[src/rtl/sha_txn_master.sv]
// Memory-side initiator for the SHA-256 accelerator: streams a 32-byte message,
// issues HASH, collects 32 digest bytes and completes the ack handshake.
// Optional per-phase watchdog: define SHA_MASTER_TIMEOUT_EN.
module sha_txn_master #(
  parameter int HASH_HOLD      = 2,
  parameter int TIMEOUT_CYCLES = 1024
) (
  input  logic         clk,
  input  logic         rst_n,
  input  logic         start,
  input  logic [255:0] msg,
  output logic         busy,
  output logic         done,
  output logic         error,
  output logic [255:0] digest,
  output logic [1:0]   opcode,
  output logic [1:0]   source_id,
  output logic [1:0]   dest_id,
  output logic         encdec,
  output logic [23:0]  addr,
  output logic [7:0]   tx_data,
  output logic         tx_valid,
  input  logic         tx_ready,
  input  logic [7:0]   rx_data,
  input  logic         rx_valid,
  output logic         rx_ready,
  input  logic         ack_valid,
  output logic         ack_ready,
  input  logic [1:0]   ack_source_id
);

  localparam logic [1:0] OP_NEUTRAL = 2'b00;
  localparam logic [1:0] OP_LOAD_TX = 2'b01;
  localparam logic [1:0] OP_WR_RES  = 2'b10;
  localparam logic [1:0] OP_HASH    = 2'b11;
  localparam logic [1:0] ID_MEM     = 2'b00;
  localparam logic [1:0] ID_SHA     = 2'b01;

  typedef enum logic [2:0] {S_IDLE, S_LOAD, S_HASH, S_RD_RES, S_WAIT_ACK, S_DONE} state_t;

  state_t         state_q, state_d;
  logic [255:0]   sh_q, sh_d;
  logic [255:0]   cap_q, cap_d;
  logic [255:0]   digest_q, digest_d;
  logic [5:0]     cnt_q, cnt_d;
  logic [1:0]     opcode_q, opcode_d, src_q, src_d, dst_q, dst_d;
  logic           busy_q, busy_d, done_q, done_d, error_q, error_d;
  logic           tx_valid_q, tx_valid_d, rx_ready_q, rx_ready_d, ack_ready_q, ack_ready_d;

`ifdef SHA_MASTER_TIMEOUT_EN
  logic [15:0]    wd_q, wd_d;
  logic           progress;
`else
  logic           unused_timeout;
  assign unused_timeout = ^16'(TIMEOUT_CYCLES);
`endif

  always_comb begin
    state_d     = state_q;
    sh_d        = sh_q;
    cap_d       = cap_q;
    digest_d    = digest_q;
    cnt_d       = cnt_q;
    opcode_d    = opcode_q;
    src_d       = src_q;
    dst_d       = dst_q;
    busy_d      = busy_q;
    done_d      = 1'b0;
    error_d     = 1'b0;
    tx_valid_d  = tx_valid_q;
    rx_ready_d  = rx_ready_q;
    ack_ready_d = ack_ready_q;

    unique case (state_q)
      S_IDLE: if (start) begin
        sh_d       = msg;
        cnt_d      = '0;
        busy_d     = 1'b1;
        opcode_d   = OP_LOAD_TX;
        src_d      = ID_MEM;
        dst_d      = ID_SHA;
        tx_valid_d = 1'b1;
        state_d    = S_LOAD;
      end
      S_LOAD: if (tx_valid_q && tx_ready) begin
        sh_d  = {sh_q[247:0], 8'h00};
        cnt_d = cnt_q + 6'd1;
        if (cnt_q == 6'd31) begin
          tx_valid_d = 1'b0;
          opcode_d   = OP_HASH;
          cnt_d      = '0;
          state_d    = S_HASH;
        end
      end
      // cnt_q doubles as the HASH hold counter
      S_HASH: begin
        if (cnt_q == 6'(HASH_HOLD - 1)) begin
          cnt_d      = '0;
          opcode_d   = OP_WR_RES;
          src_d      = ID_SHA;
          dst_d      = ID_MEM;
          rx_ready_d = 1'b1;
          state_d    = S_RD_RES;
        end else begin
          cnt_d = cnt_q + 6'd1;
        end
      end
      S_RD_RES: if (rx_valid) begin
        cap_d = {cap_q[247:0], rx_data};
        cnt_d = cnt_q + 6'd1;
        if (cnt_q == 6'd31) begin
          cnt_d       = '0;
          rx_ready_d  = 1'b0;
          opcode_d    = OP_NEUTRAL;
          src_d       = ID_MEM;
          dst_d       = ID_MEM;
          ack_ready_d = 1'b1;
          state_d     = S_WAIT_ACK;
        end
      end
      S_WAIT_ACK: if (ack_valid) begin
        ack_ready_d = 1'b0;
        if (ack_source_id == ID_SHA) begin
          digest_d = cap_q;
          done_d   = 1'b1;
        end else begin
          error_d  = 1'b1;
        end
        state_d = S_DONE;
      end
      S_DONE: begin
        busy_d  = 1'b0;
        state_d = S_IDLE;
      end
      default: state_d = S_IDLE;
    endcase

`ifdef SHA_MASTER_TIMEOUT_EN
    // a byte or ack landing on the expiry cycle still counts as progress
    progress = (state_q == S_LOAD     && tx_valid_q && tx_ready) ||
               (state_q == S_RD_RES   && rx_valid) ||
               (state_q == S_WAIT_ACK && ack_valid);
    wd_d = (progress || state_d != state_q) ? 16'd0 : wd_q + 16'd1;
    if ((state_q == S_LOAD || state_q == S_RD_RES || state_q == S_WAIT_ACK) &&
        !progress && wd_q == 16'(TIMEOUT_CYCLES - 1)) begin
      opcode_d    = OP_NEUTRAL;
      src_d       = ID_MEM;
      dst_d       = ID_MEM;
      tx_valid_d  = 1'b0;
      rx_ready_d  = 1'b0;
      ack_ready_d = 1'b0;
      cnt_d       = '0;
      error_d     = 1'b1;
      state_d     = S_DONE;
      wd_d        = '0;
    end
`endif
  end

  always_ff @(posedge clk or negedge rst_n) begin
    if (!rst_n) begin
      state_q     <= S_IDLE;
      sh_q        <= '0;
      cap_q       <= '0;
      digest_q    <= '0;
      cnt_q       <= '0;
      opcode_q    <= '0;
      src_q       <= '0;
      dst_q       <= '0;
      busy_q      <= 1'b0;
      done_q      <= 1'b0;
      error_q     <= 1'b0;
      tx_valid_q  <= 1'b0;
      rx_ready_q  <= 1'b0;
      ack_ready_q <= 1'b0;
    end else begin
      state_q     <= state_d;
      sh_q        <= sh_d;
      cap_q       <= cap_d;
      digest_q    <= digest_d;
      cnt_q       <= cnt_d;
      opcode_q    <= opcode_d;
      src_q       <= src_d;
      dst_q       <= dst_d;
      busy_q      <= busy_d;
      done_q      <= done_d;
      error_q     <= error_d;
      tx_valid_q  <= tx_valid_d;
      rx_ready_q  <= rx_ready_d;
      ack_ready_q <= ack_ready_d;
    end
  end

`ifdef SHA_MASTER_TIMEOUT_EN
  always_ff @(posedge clk or negedge rst_n) begin
    if (!rst_n) wd_q <= '0;
    else        wd_q <= wd_d;
  end
`endif

  assign busy      = busy_q;
  assign done      = done_q;
  assign error     = error_q;
  assign digest    = digest_q;
  assign opcode    = opcode_q;
  assign source_id = src_q;
  assign dest_id   = dst_q;
  assign encdec    = 1'b0;
  assign addr      = '0;
  assign tx_data   = sh_q[255:248];
  assign tx_valid  = tx_valid_q;
  assign rx_ready  = rx_ready_q;
  assign ack_ready = ack_ready_q;

endmodule

[config.mk]
export PLATFORM = sky130hd
export DESIGN_NAME = sha_txn_master
export DESIGN_NICKNAME = d
export VERILOG_FILES = /design/src/rtl/sha_txn_master.sv
export SDC_FILE = /design/constraint.sdc
export NUM_CORES = 1
export LEC_CHECK = 0
export ABC_AREA = 1
export CORE_MARGIN = 2
export CORE_UTILIZATION = 50
export DETAILED_ROUTE_END_ITERATION = 7
export GPL_TIMING_DRIVEN = 0
export HOLD_SLACK_MARGIN = 0.1
export PLACE_DENSITY = 0.73
export RECOVER_POWER = 25
export SYNTH_ARGS = -nofsm -noshare
export SYNTH_HDL_FRONTEND = slang
export SYNTH_SLANG_ARGS = --single-unit
[constraint.sdc]
create_clock -name clk -period 2.22 [get_ports clk]
set_clock_uncertainty 0.15 [all_clocks]
set_input_delay 0.333 -clock clk [delete_from_list [all_inputs] [get_ports clk]]
set_output_delay 0.333 -clock clk [all_outputs]
set_load 0.05 [all_outputs]
==> key figures <==
Status
  – Status: finished, violations left
  – Failing checks: negative hold slack

CTS
  – Htree depth: 3
  – Worst-path clk slew: 60 ps
  – Post-cts hold buffer count: 4
  – Inserted Clock Buffers: 82
  – TritonCTS Sinks: 787
  – CTS tree: yes
  – Bufs on Longest Clock Path: 3
  – CTS root buffer: clkbuf_16
  – Clk_lat worst skew: 630 ps

STA
  – Final Hold Vio Count: 88
  – Hold slack: -490 ps
  – Final period utilization: 97.0%
  – Min Tclk post-route: 2150 ps
  – Final worst slack: 67.2 ps
  – RSZ-0062 raised after global routing: true
  – Worst slew pin tran: 1100 ps
  – Fmax: 0.465 GHz
  – Slew Viols, Final: 0
  – Total negative slack: 0 ps
  – Worst slew margin: 26.5%
  – Final setup viols: 0

Drt
  – Vias: 27100
  – TritonRoute pass-1 iters: 5
  – Vias per cell: 5.07
  – Aggregate routed wire length: 93800 um
  – DRC viols: 0
  – Initial drt markers: 2277
  – Routed Antenna Nets: 0
  – WL per Instance: 17.5 um

Finish
  – Final Util: 65.7%
  – FF+latch area: 19700 um2
  – # fillers: 5504
  – Fraction of layout cells with a size suffix above 1: 9.19%
  – Area growth syn-to-layout: 29.5%
  – Most common cell after layout, fill and taps aside: nand2_1
  – Multi-input gate area: 9930 um2
  – Most frequent cells in the layout: nand2_1 (1331), dfrtp_1 (787), inv_1 (520)
  – Final nets: 4681

Place
  – DP HPWL: 67700 um
  – Dpl ws: -586 ps
  – Port bufs: 545
  – Gp weighted congestion: 0.916

GRT
  – Vias in the first global route: 26400
  – GRT Residual Overflow: 0
  – Global-route wire length before repair: 145000 um
  – Initial antenna violation count: 25
  – Pin count of the biggest net entering global routing: 127
  – Global Route Usage Sum: 27.3%

Synthesis
  – Netlist cell types: 23
  – Synthesis Warnings: 0
  – Mapped Avg Cell Area: 8.78 um2
  – #FFs+latches synth: 787
  – Mapped Cells: 3738
  – Seq/Total Area, Yosys: 60.0%
  – Synthesized area: 32800 um2

Min path
  – Worst hold path class: in2async

Job
  – Max-Cap Viols: 0

Floorplanning
  – Placeable core area: 64700 um2
  – Starting Density: 50.8%
  – FP Rows: 93
  – Die H: 260 um
  – Die area: 67700 um2
  – Top-Level Pins: 573
  – Die X: 260 um

Power
  – Pwr dens: 1490 nW/um2
  – Post-layout total power: 63.3 mW
  – Peak VDD IR: 0.00104 V
  – Leak: 21.3 nW

Worst setup path
  – Flop2flop setup slack: 70 ps
  – Critical setup path kind: reg2reg
  – CP max FO: 10
  – Reg2reg path depth: 8
  – Element type at the critical path start: register
  – CP Data Required Time: 2550 ps
  – Critical path endpoint category: register
  – Crit Reg-Reg Startpoint: state_q[1]
  – CP Data Arrival Time: 2480 ps
  – Setup crit start: state_q[1]
==> final timing paths <==
path | to
worst max-delay path | sh_q[159]
worst min-delay path | digest[55]
worst max register to register | sh_q[159]
worst min register to register | opcode[1]
max in group asynchronous | digest[162]
min in group clk | cap_q[3]
==> flip-flops by register name, summed over array words and instances, names as in the netlist, 2 cells and up <==
register  flops
opcode        2
cnt_q         6
digest      256
state_q       3
sh_q        256
cap_q       256
==> routing by layer <==
| metal | GRT usage (%) | share of wire, % |
|---|---|---|
| met1 | 37.1 | 42 |
| met2 | 43.2 | 48 |
| met3 | 4.79 | 5.5 |
| met4 | 12.2 | 4.3 |
| met5 | 0 | 0.054 |
==> report_power, final <==
part | internal [mW] | switching (mW) | leakage [nW]
combinational | 7.17 | 19.4 | 10.3
clock | 8.69 | 5.84 | 1.40
sequential | 19.6 | 2.55 | 9.58
total | 35.5 | 27.8 | 21.3
==> stage by stage <==
stage	cells	hold WS (ps)	instance area, um2
2_1_floorplan	3764	-113	32900
3_3_place_gp	5164	308	39500
3_5_place_dp	5171	194	39700
4_1_cts	5327	-482	42300
5_1_grt	5349	-451	42500
6_report	5352	-490	42500
==> kinds of logic (layout without fill, tap and decap cells) <==
kind of cell             after synthesis  after routing  synth area share [%]
AND/OR/NAND/NOR                     1390           1390                  16.1
AO/OA/AOI/OAI                        771            771                  13.6
XOR/XNOR                               3              3                0.0800
buffers and inverters                784           1493                  10.2
adder cells (fa/ha/maj)                2              2                0.0762
other                                  1             51                0.0114
flip-flops                           787            787                  60.0
==> what timing repair did <==
action,CTS,global route
setup endpoints to repair,786,712
endpoints found under the hold margin,155,71
pin swaps,1,3
buffers inserted,2,1
resized for setup,295,153
==> final cells by class <==
type | instances | area share, %
timing repair buffer | 559 | 12.6
buffer | 261 | 3.68
multi-input combinational | 2193 | 23.4
clock inverter | 34 | 1.13
tap | 855 | 2.52
sequential | 787 | 46.3
clock buffer | 116 | 5.61
antenna | 24 | 0.141
inverter | 523 | 4.62
==> worst max-delay path: stages, from the launching register on <==
cell and delay, ps:
dfrtp_1 490, inv_2 90, nand2_1 120, nor2_2 70, clkbuf_4 220, clkbuf_4 240, clkbuf_4 210, o211ai_1 290
o21ai_0 140
==> cell usage after synthesis, drive strengths merged <==
library cell	count	area, um2
nand2	1332	5000
nand4	1	6.26
buf	190	1110
xor2	3	26.3
nand3b	2	15.0
o211ai	240	1800
nor3	1	16.3
inv	523	1960
a21oi	13	65.1
clkbuf	71	267
nor2	30	128
nand3	24	125
ha	2	25.0
o21ai	518	2590
conb	1	3.75
dfrtp	787	19700
Power figures use the tool's default switching activity.
